`src/rtl/vga_timing_generator.sv`:
```
// ---------------------------------------------------------------------------
// vga_timing_generator
//
// Produces 640x480@60 VGA timing from a 25 MHz pixel clock. It drives the
// pixel address to the GPU controller and takes back that controller's
// colour. The colour then leaves as registered, blanked VGA pins that stay
// aligned with the syncs.
//
// Ports:
//   clk            pixel clock (25 MHz)
//   rst_n          asynchronous active-low reset, released synchronously
//   pixel_data     RGB332 colour for the current address, {R[7:5],G[4:2],B[1:0]}
//   address        {pixel_y[9:0], pixel_x[9:0]}, forced to 0 outside the
//                  visible area
//   h_sync         horizontal sync, active low, registered
//   v_sync         vertical sync, active low, registered
//   display_enable high while the output colour is a visible pixel
//   frame_start    one-cycle pulse coinciding with output of pixel (0,0)
//   vga_red        3-bit red, registered
//   vga_green      3-bit green, registered
//   vga_blue       2-bit blue, registered
// ---------------------------------------------------------------------------
module vga_timing_generator #(
    parameter int H_ACTIVE   = 640,
    parameter int H_FRONT    = 16,
    parameter int H_SYNC     = 96,
    parameter int H_BACK     = 48,
    parameter int V_ACTIVE   = 480,
    parameter int V_FRONT    = 10,
    parameter int V_SYNC     = 2,
    parameter int V_BACK     = 33,
    parameter int PIPE_DELAY = 0
) (
    input  logic        clk,
    input  logic        rst_n,
    input  logic [7:0]  pixel_data,
    output logic [19:0] address,
    output logic        h_sync,
    output logic        v_sync,
    output logic        display_enable,
    output logic        frame_start,
    output logic [2:0]  vga_red,
    output logic [2:0]  vga_green,
    output logic [1:0]  vga_blue
);

    localparam int H_TOTAL = H_ACTIVE + H_FRONT + H_SYNC + H_BACK;
    localparam int V_TOTAL = V_ACTIVE + V_FRONT + V_SYNC + V_BACK;

    // 10-bit copies of the timing boundaries so every compare is width-matched
    localparam logic [9:0] H_LAST      = 10'(H_TOTAL - 1);
    localparam logic [9:0] V_LAST      = 10'(V_TOTAL - 1);
    localparam logic [9:0] H_ACT_END   = 10'(H_ACTIVE);
    localparam logic [9:0] V_ACT_END   = 10'(V_ACTIVE);
    localparam logic [9:0] H_SYNC_BEG  = 10'(H_ACTIVE + H_FRONT);
    localparam logic [9:0] H_SYNC_END  = 10'(H_ACTIVE + H_FRONT + H_SYNC);
    localparam logic [9:0] V_SYNC_BEG  = 10'(V_ACTIVE + V_FRONT);
    localparam logic [9:0] V_SYNC_END  = 10'(V_ACTIVE + V_FRONT + V_SYNC);

    // Timing bundle order is {frame_start, active, hs, vs}. The inactive
    // value keeps both syncs high so that reset never emits a sync pulse.
    localparam logic [3:0] TIMING_IDLE = 4'b0011;

    logic [9:0] h_count;
    logic [9:0] v_count;
    logic       active;
    logic       hs_raw;
    logic       vs_raw;
    logic       fs_raw;
    logic [3:0] timing_raw;
    logic [3:0] timing_dly;

    always_ff @(posedge clk or negedge rst_n) begin
        if (!rst_n) begin
            h_count <= 10'd0;
            v_count <= 10'd0;
        end else if (h_count == H_LAST) begin
            h_count <= 10'd0;
            v_count <= (v_count == V_LAST) ? 10'd0 : v_count + 10'd1;
        end else begin
            h_count <= h_count + 10'd1;
        end
    end

    assign active = (h_count < H_ACT_END) && (v_count < V_ACT_END);
    assign hs_raw = !((h_count >= H_SYNC_BEG) && (h_count < H_SYNC_END));
    assign vs_raw = !((v_count >= V_SYNC_BEG) && (v_count < V_SYNC_END));
    assign fs_raw = (h_count == 10'd0) && (v_count == 10'd0);

    // Blanked addresses fall back to 0 so the memories always see a legal index
    assign address = active ? {v_count, h_count} : 20'h0_0000;

    assign timing_raw = {fs_raw, active, hs_raw, vs_raw};

    // The timing bundle is delayed to match the latency of the colour source,
    // so the colour arriving at pixel_data meets the timing of its own address.
    generate
        if (PIPE_DELAY == 0) begin : g_no_delay
            assign timing_dly = timing_raw;
        end else begin : g_delay
            logic [3:0] stage [PIPE_DELAY];

            always_ff @(posedge clk or negedge rst_n) begin
                if (!rst_n) begin
                    for (int i = 0; i < PIPE_DELAY; i++) begin
                        stage[i] <= TIMING_IDLE;
                    end
                end else begin
                    stage[0] <= timing_raw;
                    for (int i = 1; i < PIPE_DELAY; i++) begin
                        stage[i] <= stage[i-1];
                    end
                end
            end

            assign timing_dly = stage[PIPE_DELAY-1];
        end
    endgenerate

    // Final output stage. Syncs, enable and colour all load on the same edge.
    // The colour is forced to 0 whenever the delayed timing is outside the
    // visible area.
    always_ff @(posedge clk or negedge rst_n) begin
        if (!rst_n) begin
            frame_start    <= 1'b0;
            display_enable <= 1'b0;
            h_sync         <= 1'b1;
            v_sync         <= 1'b1;
            vga_red        <= 3'd0;
            vga_green      <= 3'd0;
            vga_blue       <= 2'd0;
        end else begin
            frame_start    <= timing_dly[3];
            display_enable <= timing_dly[2];
            h_sync         <= timing_dly[1];
            v_sync         <= timing_dly[0];
            if (timing_dly[2]) begin
                vga_red   <= pixel_data[7:5];
                vga_green <= pixel_data[4:2];
                vga_blue  <= pixel_data[1:0];
            end else begin
                vga_red   <= 3'd0;
                vga_green <= 3'd0;
                vga_blue  <= 2'd0;
            end
        end
    end

endmodule

```
`config.mk`:
```
export PLATFORM = sky130hd
export DESIGN_NAME = vga_timing_generator
export DESIGN_NICKNAME = d
export VERILOG_FILES = /design/src/rtl/vga_timing_generator.sv
export SDC_FILE = /design/constraint.sdc
export NUM_CORES = 1
export LEC_CHECK = 0
export CAP_MARGIN = 40
export CORE_MARGIN = 2
export CORE_UTILIZATION = 50
export CTS_BUF_LIST = sky130_fd_sc_hd__clkbuf_2 sky130_fd_sc_hd__clkbuf_4 sky130_fd_sc_hd__clkbuf_8
export CTS_CLUSTER_DIAMETER = 80
export DETAILED_ROUTE_END_ITERATION = 12
export HOLD_SLACK_MARGIN = 0.08
export PLACE_DENSITY = 0.81
export SYNTH_ARGS = -nofsm -noshare
export SYNTH_HDL_FRONTEND = slang
export SYNTH_SLANG_ARGS = --single-unit
```
`constraint.sdc`:
```
create_clock -name clk -period 2.3 [get_ports clk]
set_clock_uncertainty 0.1 [all_clocks]
set_input_delay 0.46 -clock clk [delete_from_list [all_inputs] [get_ports clk]]
set_output_delay 0.46 -clock clk [all_outputs]
set_load 0.005 [all_outputs]
```
Yosys cells after proc, flatten, opt, wreduce, memory -nomap -nowiden
Index checks and enable logic that the tools add are counted. W data, S select, Z words.

Flip-flop bits (word level): 32. Input port bits: 10. Output and inout port bits: 32. Logic and storage cells: 33.

$add $sub $neg: 2. Magnitude comparators: 6. Equality and inequality tests: 2. Mux-type cells: 6. Reduce and logical (&&, ||, !) cells: 8.

Operators by type and width (count): $add A10 B1 Y10 const B (2); $eq A10 B10 Y1 const B (2); $logic_not A10 Y1 (2); $lt A10 B10 Y1 const B (2); $lt A10 B9 Y1 const B (2); $mux W10 (2); $mux W20 (1); $ge A10 B10 Y1 const B (1); $ge A10 B9 Y1 const B (1); $mux W3 (2); $logic_and A1 B1 Y1 (4); $logic_not A1 Y1 (2); $mux W2 (1).

Longest topological paths before layout
Word-level depth: 3. Depth in mapped cells: 7. Gate-level depth less buffers: 6.

Worst setup path before layout
OpenSTA, ideal clock, no wires.

Path kind: reg-to-output. Start point: register v_count[5]. End point: output address[2]. Arrival time: 1.420 ns. Setup slack: 0.320 ns. Cell stages (with the launch flop): 7. Cells stage by stage: dfrtp_1 clkbuf_1 and4_1 buf_2 nor3_2 clkbuf_2 and2_2.

Cells in the longest elaborated chain, start to end: 3.

Ends and longest elaborated chain: start, declared (line 65) `logic [9:0] v_count;`; start signal, assigned (line 79) `v_count <= (v_count == V_LAST) ? 10'd0 : v_count + 10'd1;`; $lt A10 B9 Y1 (line 85) `assign active = (h_count < H_ACT_END) && (v_count < V_ACT_END);`; $logic_and A1 B1 Y1 (line 85); $mux W20 (line 91) `assign address = active ? {v_count, h_count} : 20'h0_0000;`; end, declared (line 37) `output logic [19:0] address,`.

Every way passes these cells.

Worst setup path in the final report
Start point: register v_count[9]. End point: output address[3].

The elaborated chain is that of the path after synthesis.

==> results.toml <==
[clock_tree]
worstSkewPairLatency_ps = 330
cts.sinks = 32
cts_buffers = 5
cts_buffer_depth = 2
tritoncts = "done"
cts-root-buf = "clkbuf_4"
path_clk_slew_ps = 100
h-tree-depth = 2

[logic_synthesis]
netlist.area_leader.share_pct = 45.59
synth_nets = 174
yosysTopAreaCell = "dfrtp_1"
ys_seq_area_share_pct = 48.78
synth.avg_cell_area_sq_um = 10.29
synthDistinctLibCells = 44
syn_area_sq_um = 1647
ys.flop_type = "dfrtp_1"
netlist_top_cells_area = "dfrtp_1, and2_1, xor2_1"
syn_inst = 160
synth.most_common_cell = "dfrtp_1"
ys_warn_count = 0
synth_enable_flop_cells = 0
ys_ff_latch = 32
synth_top_cells_by_count = "dfrtp_1, and2_1, nand2_1, nand3_1"
synth-async-reset-ratio_pct = 100.0

[worst_setup_path]
cp-start-kind = "register"
r2r_end = "v_count[9]$_DFFE_PN0N_"
crit_arrival_ps = 1640
reg2regPathDepth = 5
reg2reg_slack_ps = 180
crit_type = "reg2out"
rr_startpoint = "h_count[0]$_DFF_PN0_"
path_max_fanout = 9
cp-end-kind = "output pin"
required_ps = 1740

[power_and_ir_drop]
peakVddDrop_mv = 0.5477
power.density_nw_per_um2 = 464.0
leakage_nw = 1.090

[finish]
layout.cells.non_filler = 253
antenna_cells = 0
final_core_util_pct = 72.10
synthToLayoutAreaGrowth_pct = 35.87
drive_above_1_share_pct = 17.70
nNetsFinal = 222
final_cell_area_sq_um = 2237
fillers = 235

[die]
dieArea_sq_um = 3768
std_cell_rows = 20
pin_count = 42
die_h_um = 61.39
dieWidth_um = 61.39
start_util_pct = 53.06
core_area_sq_um = 3103

[drt]
routed_wl_um = 4013
drc = 0
drtPass1Iterations = 4
vias_per_cell = 5.613
first_iter_violations = 94
drtAntennaViolNets = 0
dr_total_vias = 1420
post_drt_wl_per_cell_um = 15.86

[job]
max_cap_viol_count = 0

[place]
dp.cells = 242
dp_slack_ps = 110.5
hpwl_um = 2694
portBuffers = 40
place_area_sq_um = 2108
globalplace.congestion = 0.9471

[global_routing]
antenna_found_initial = 0
grt_util_all_layers_pct = 23.14
gr-total-overflow = 0
grt_max_degree = 33
grt_pass1_vias = 1288
grt_pass1_wl_um = 6106

[timing]
whs_ps = 413.3
worst_slew_pin_slew_ps = 538.2
slew_violations = 0
rsz0062_at_grt = "no"
max_slew_margin_pct = 63.85
hold_viol = 0
final.setup.worst_slack_ps = 98.62
fmax_mhz = 454.3
setup_violations = 0
fin_crit_ps = 2201
fin_crit_sh_pct = 95.71

[status]
status = "completed"

[min_path]
hold_class = "in2async"
how the worst max path moves through the flow:
stage | start | end | slack [ps]
6_report | v_count[9]$_DFFE_PN0N_ | address[3] | 100
5_1_grt | h_count[8]$_DFF_PN0_ | address[12] | 20
4_1_cts | v_count[5]$_DFFE_PN0N_ | address[10] | -210
3_5_place_dp | v_count[5]$_DFFE_PN0N_ | address[13] | 110
3_3_place_gp | v_count[5]$_DFFE_PN0N_ | address[11] | 160
2_1_floorplan | v_count[5]$_DFFE_PN0N_ | address[2] | 320
repair_timing:
item,in CTS,in global routing
gates resized for setup,21,8
buffers inserted,3,0
setup endpoints to repair,19,5
hold buffers,0,0
endpoints found under the hold margin,0,0
per-layer routing:
layer	track usage, %	vias to the layer above	share of wire, %
li1	-	655	-
met1	29.08	667	39
met2	37.23	84	50
met3	4.622	14	7.2
met4	13.37	0	3.2
met5	0	-	0
through the flow:
stage,total power (W),TNS [ps]
floorplan,0.0005895,0
global placement,0.0006286,0
detailed placement,0.0006297,0
CTS,0.001049,-609.1
global route,0.001079,0
finish,0.001038,0
power by group:
group          switching, W   total, W  internal, W
registers        0.00000173   0.000571     0.000569
clock network      0.000181   0.000420     0.000240
logic             0.0000176  0.0000468    0.0000293
logic make-up (layout without fill, tap and decap cells):
kind of cell             after synthesis  after routing  synth area share, %
AO/OA/AOI/OAI                         18             18                6.992
XOR/XNOR                               9              9                4.788
adder cells (fa/ha/maj)                4              4                3.040
buffers and inverters                 17             66                5.547
flip-flops                            32             32                48.78
multiplexers                           1              1               0.6079
other                                  1              1               0.2277
AND/OR/NAND/NOR                       78             78                30.02
registers in the layout, summed over array words and instances, names as in the netlist:
signal / count
v_sync: 1
vga_red: 3
vga_blue: 2
display_enable: 1
frame_start: 1
h_sync: 1
vga_green: 3
h_count: 10
v_count: 10
layout by cell type, fill, tap and decap left out, types with 4 or more instances in the layout:
cell type        Yosys  routed
dfrtp_1             30      30
and2_1              22      22
clkdlybuf4s50_1      0      21
dlygate4sd2_1        0      14
buf_4                3      12
nand3_1              8       8
nand2_1              8       8
xor2_1               7       7
nor2_1               7       7
nand4_1              7       7
o21ai_0              6       6
clkbuf_4             0       6
nor3_1               5       5
inv_1                4       4
ha_1                 4       4
critical path, cell delays in order, from the launching register on:
cell and delay, ps:
dfrtp_1 530, nor3_4 270, buf_6 160, and2_1 140, clkdlybuf4s15_1 220
cell type report:
type	count	area [sq um]	area share (%)
clock buffer	6	45.04	2.013
sequential	32	803.3	35.91
clock inverter	2	35.03	1.566
multi-input combinational	111	780.7	34.90
inverter	4	15.01	0.6711
timing repair buffer	54	503.0	22.48
tap	44	55.05	2.461
Note: power is estimated with default switching activity, not from simulation.
